==> config.mk <==
export PLATFORM = sky130hd
export DESIGN_NAME = truth_table_scanner
export DESIGN_NICKNAME = d
export VERILOG_FILES = /design/src/rtl/truth_table_scanner.sv
export SDC_FILE = /design/constraint.sdc
export NUM_CORES = 1
export LEC_CHECK = 0
export ABC_AREA = 1
export CORE_MARGIN = 2
export CORE_UTILIZATION = 40
export CTS_BUF_LIST = sky130_fd_sc_hd__clkbuf_8
export DETAILED_ROUTE_END_ITERATION = 10
export PLACE_DENSITY = 0.71
export SYNTH_ARGS = -nofsm -noshare
export SYNTH_HDL_FRONTEND = slang
export SYNTH_SLANG_ARGS = --single-unit
==> constraint.sdc <==
create_clock -name clk -period 1.7 [get_ports clk]
set_input_delay 0.34 -clock clk [delete_from_list [all_inputs] [get_ports clk]]
set_output_delay 0.34 -clock clk [all_outputs]
set_load 0.02 [all_outputs]
==> src/rtl/truth_table_scanner.sv <==
// truth_table_scanner
//
// Sweeps the select code {A,B,C} of an external 3-input decoder-based logic
// function through 0..7. Each code is held for SETTLE cycles, and then the
// returned output L is sampled into an 8-bit truth table. The finished table
// is offered on a valid/ready port.
//
// Optional feature macro: TTS_POPCNT_EN
//   When defined, tbl_ones (a registered population count of tbl) is present.
//
// Parameters:
//   SETTLE     : cycles each code is held before L is sampled (1..15)
//
// Ports:
//   clk        : clock, rising-edge active
//   rst        : asynchronous active-high reset
//   start      : scan request, only honoured in IDLE
//   A, B, C    : registered select code (A = MSB), zero outside SCAN
//   L          : function output returned for the current code
//   busy       : high while scanning or holding a finished table
//   tbl        : captured truth table, tbl[i] = L for code i
//   tbl_valid  : tbl is complete and stable
//   tbl_ready  : consumer accepts tbl
//   tbl_ones   : number of ones in tbl (TTS_POPCNT_EN only)
module truth_table_scanner #(
  parameter int unsigned SETTLE = 1
) (
  input  logic       clk,
  input  logic       rst,
  input  logic       start,
  output logic       A,
  output logic       B,
  output logic       C,
  input  logic       L,
  output logic       busy,
  output logic [7:0] tbl,
  output logic       tbl_valid,
  input  logic       tbl_ready
`ifdef TTS_POPCNT_EN
  ,
  output logic [3:0] tbl_ones
`endif
);

  typedef enum logic [1:0] {
    ST_IDLE = 2'd0,
    ST_SCAN = 2'd1,
    ST_DONE = 2'd2
  } state_t;

  localparam logic [3:0] SETTLE_LAST = 4'(SETTLE - 1);

  state_t     state_r;
  logic [2:0] code_r;
  logic [3:0] cnt_r;
  logic [2:0] abc_r;
  logic       busy_r;
  logic [7:0] tbl_r;
  logic       tbl_valid_r;
`ifdef TTS_POPCNT_EN
  logic [3:0] tbl_ones_r;
`endif

  logic       hold_done_s;
  logic       last_code_s;
  logic [2:0] code_next_s;

  // Sample strobe and next-code arithmetic for the scan sequencer.
  always_comb begin
    hold_done_s = (cnt_r == SETTLE_LAST);
    last_code_s = (code_r == 3'd7);
    code_next_s = code_r + 3'd1;
  end

  // Scan FSM with all outputs registered; start and tbl_ready are only
  // looked at in the state where they matter, so nothing is queued.
  always_ff @(posedge clk or posedge rst) begin
    if (rst) begin
      state_r     <= ST_IDLE;
      code_r      <= 3'd0;
      cnt_r       <= 4'd0;
      abc_r       <= 3'd0;
      busy_r      <= 1'b0;
      tbl_r       <= 8'h00;
      tbl_valid_r <= 1'b0;
`ifdef TTS_POPCNT_EN
      tbl_ones_r  <= 4'd0;
`endif
    end else begin
      case (state_r)
        ST_IDLE: begin
          if (start) begin
            state_r    <= ST_SCAN;
            code_r     <= 3'd0;
            cnt_r      <= 4'd0;
            abc_r      <= 3'd0;
            busy_r     <= 1'b1;
            tbl_r      <= 8'h00;
`ifdef TTS_POPCNT_EN
            tbl_ones_r <= 4'd0;
`endif
          end else begin
            state_r <= ST_IDLE;
          end
        end

        ST_SCAN: begin
          if (hold_done_s) begin
            tbl_r[code_r] <= L;
`ifdef TTS_POPCNT_EN
            tbl_ones_r    <= tbl_ones_r + {3'b000, L};
`endif
            cnt_r         <= 4'd0;
            code_r        <= code_next_s;
            if (last_code_s) begin
              // Code wraps to 0 and the select lines return to 0 with it.
              state_r     <= ST_DONE;
              abc_r       <= 3'd0;
              tbl_valid_r <= 1'b1;
            end else begin
              abc_r <= code_next_s;
            end
          end else begin
            cnt_r <= cnt_r + 4'd1;
          end
        end

        ST_DONE: begin
          if (tbl_ready) begin
            state_r     <= ST_IDLE;
            tbl_valid_r <= 1'b0;
            busy_r      <= 1'b0;
          end else begin
            state_r <= ST_DONE;
          end
        end

        default: begin
          state_r     <= ST_IDLE;
          code_r      <= 3'd0;
          cnt_r       <= 4'd0;
          abc_r       <= 3'd0;
          busy_r      <= 1'b0;
          tbl_valid_r <= 1'b0;
        end
      endcase
    end
  end

  assign A         = abc_r[2];
  assign B         = abc_r[1];
  assign C         = abc_r[0];
  assign busy      = busy_r;
  assign tbl       = tbl_r;
  assign tbl_valid = tbl_valid_r;
`ifdef TTS_POPCNT_EN
  assign tbl_ones  = tbl_ones_r;
`endif

endmodule

==> flow_metrics.py <==
metrics = {
    "run_status": {
        "status": "finished, final reports clean",
    },
    "grt": {
        "grt_overflow": 0,
        "busiest_layer": "met2",
        "antenna_found_initial": 0,
        "grt_pass1_vias": 957,
        "met1_usage_pct": 21.3,
        "grt_use_met3_pct": 2.76,
        "grt_pass1_wl_um": 4080,
        "grt_max_degree": 22,
        "gr-usage-all-layers_pct": 16.3,
        "grtUsageMet2_pct": 26.4,
    },
    "setup_path": {
        "cp.arrival_ps": 1230,
        "cp_slowest_cell": "clkdlybuf4s50_1",
        "r2r_cells": 7,
        "cp-start-kind": "flop",
        "crit_path_end_kind": "output port",
        "critPathKind": "flop to output port",
        "crit_fanout": 2,
        "crit_buf_inv": 1,
        "rrSetupSlack_ps": 260,
        "critPathTopFamily": "buffers and inverters",
        "r2r_start": "cnt_r[0]$_DFFE_PP0P_",
        "cp_data_required_time_ps": 1360,
        "cp_cell_sequence": "clkdlybuf4s50_1",
        "max_stage_delay_ps": 610,
        "worstReg2RegEnd": "abc_r[0]$_DFFE_PP0P_",
    },
    "final_layout": {
        "fin_area_um2": 1400,
        "area_growth_pct": 25.4,
        "diodes": 0,
        "post_route_cells_drive_above_1_share_pct": 8.24,
        "nets": 180,
        "final_cells": 201,
        "nFillCells": 271,
        "post-route-util_pct": 51.7,
    },
    "pwr": {
        "ir_drop_mv": 0.940,
        "power_density_nw_per_um2": 1680,
        "p_leak_nw": 0.800,
    },
    "floorplan": {
        "die_area_um2": 3230,
        "core_area_um2": 2710,
        "die_y_um": 56.9,
        "die_x_um": 56.9,
        "initial_core_util_pct": 41.2,
        "rows": 19,
        "io_pins": 18,
    },
    "clock_network": {
        "clockRootBuffer": "clkbuf_8",
        "cts_tree": "done",
        "clkLatencyLatePin_ps": 260,
        "clock-sinks": 21,
        "cts.repair.resized": 0,
        "cts.htree.levels": 1,
        "holdBufCountCts": 0,
        "cts_buffer_depth": 2,
        "post_cts_buffers": 0,
        "clk_pin_slew_ps": 80,
        "cts_made_buffers": 3,
    },
    "sta": {
        "hold_viol": 0,
        "tightest_slew_ps": 276,
        "drv_slew": 0,
        "rsz0062_at_grt": "false",
        "whs_ps": 419,
        "final.setup.tns_ps": 0,
        "max_freq_ghz": 0.638,
        "min_period_over_period_pct": 92.2,
        "setup_viol": 0,
        "fin_crit_ps": 1570,
        "slew_headroom_pct": 81.6,
        "fin_skew_ps": 2.02,
    },
    "place": {
        "gp_congestion": 0.807,
        "port_buffers": 17,
        "hpwl_um": 1630,
        "dp.cells": 197,
        "place_area_um2": 1360,
    },
    "route": {
        "vias_per_cell": 4.97,
        "drt_iter0_markers": 20,
        "num_vias": 999,
        "wl_per_cell_um": 11.1,
        "final_antenna_net_count": 0,
        "drt_first_pass_iters": 6,
        "drc": 0,
        "drt_wl_total_um": 2230,
    },
    "logic_synthesis": {
        "avgSynthCellArea_um2": 7.60,
        "synthesis.nets": 156,
        "ys_types": 18,
        "synthCells": 147,
        "synth.yosys.seq_area_share_pct": 47.0,
        "yosysWarnings": 0,
        "synth-seq-cells": 21,
        "synthesis.area_um2": 1120,
    },
    "hold_path": {
        "hp-class": "primary input to asynchronous set/reset pin",
    },
    "run": {
        "max-cap-violations": 0,
    },
}
## metal layers
| metal | part of all wire (%) | wire length, um | vias to the layer above |
|---|---|---|---|
| met3 | 2.5 | 56 | 5 |
| li1 | - | - | 516 |
| met2 | 47 | 1060 | 15 |
| met4 | 2.1 | 48 | 0 |
| met5 | 0 | 0 | - |
| met1 | 48 | 1070 | 463 |
## cell type report
cell class                      count  area, um^2  area share [%]
Clock inverter                      1        3.75           0.268
Timing Repair Buffer               22         220            15.7
Inverter                           22        82.6            5.89
Clock buffer                        3        41.3            2.95
Multi-Input combinational cell    101         489            34.9
Tap cell                           31        38.8            2.77
Sequential cell                    21         526            37.5
## state kept, by name (all words and copies together), names as in the netlist
| name | count |
|---|---|
| abc_r | 3 |
| cnt_r | 4 |
| code_r | 2 |
| state_r | 2 |
| tbl_valid | 1 |
| tbl | 8 |
| busy | 1 |
## report_power, final
part           switching, mW  internal (mW)  total (mW)
combinational          0.704          0.533        1.24
sequential             0.129          0.673       0.802
clock                  0.162          0.161       0.323
## through the flow
step / worst slack, ps / power, mW
final: 132 / 2.36
after global routing: 86.7 / 2.60
after CTS: 124 / 2.38
after detailed placement: 140 / 2.05
after global placement: 162 / 2.02
after floorplan: 473 / 1.59
## cells in the mapped netlist (all sizes together)
| cell type | number | area [um^2] |
|---|---|---|
| inv | 22 | 82.6 |
| a21oi | 2 | 13.8 |
| nand3b | 1 | 7.51 |
| buf | 3 | 20.0 |
| nor2 | 7 | 26.3 |
| ha | 4 | 50.1 |
| nand3 | 18 | 90.1 |
| o21ai | 7 | 35.0 |
| o211ai | 1 | 7.51 |
| nand2 | 53 | 209 |
| dfrtp | 21 | 526 |
| nand4 | 8 | 50.1 |
## how the worst max path moves through the flow
stage	from	end	slack (ps)	depth (start not counted)
5_1_grt	busy$_DFFE_PP0P_	busy	90	1
2_1_floorplan	cnt_r[0]$_DFFE_PP0P_	tbl[5]$_DFFE_PP0P_	470	8
4_1_cts	abc_r[1]$_DFFE_PP0P_	B	120	1
6_report	tbl[7]$_DFFE_PP0P_	tbl[7]	130	1
3_3_place_gp	start	tbl[5]$_DFFE_PP0P_	160	7
3_5_place_dp	start	tbl[6]$_DFFE_PP0P_	140	7
## cells by family (layout without fill, tap and decap cells)
group,Yosys count,after routing,synth area share [%]
DFF,21,21,47.0
buffers and inverters,25,48,9.18
AOI/OAI and AO/OA,10,10,5.04
adders and majority gates,4,4,4.48
and+or+nand+nor,87,87,34.3
## cells in the final DEF, fill, tap and decap left out, drive strengths merged
cell	netlist	final
buf	3	5
inv	22	23
nand3b	1	1
clkdlybuf4s50	0	17
o21ai	7	7
dfrtp	21	21
nor2	7	7
nand3	18	18
nand2	53	53
a21oi	2	2
nand4	8	8
o211ai	1	1
ha	4	4
clkbuf	0	3
Power figures use the tool's default switching activity.
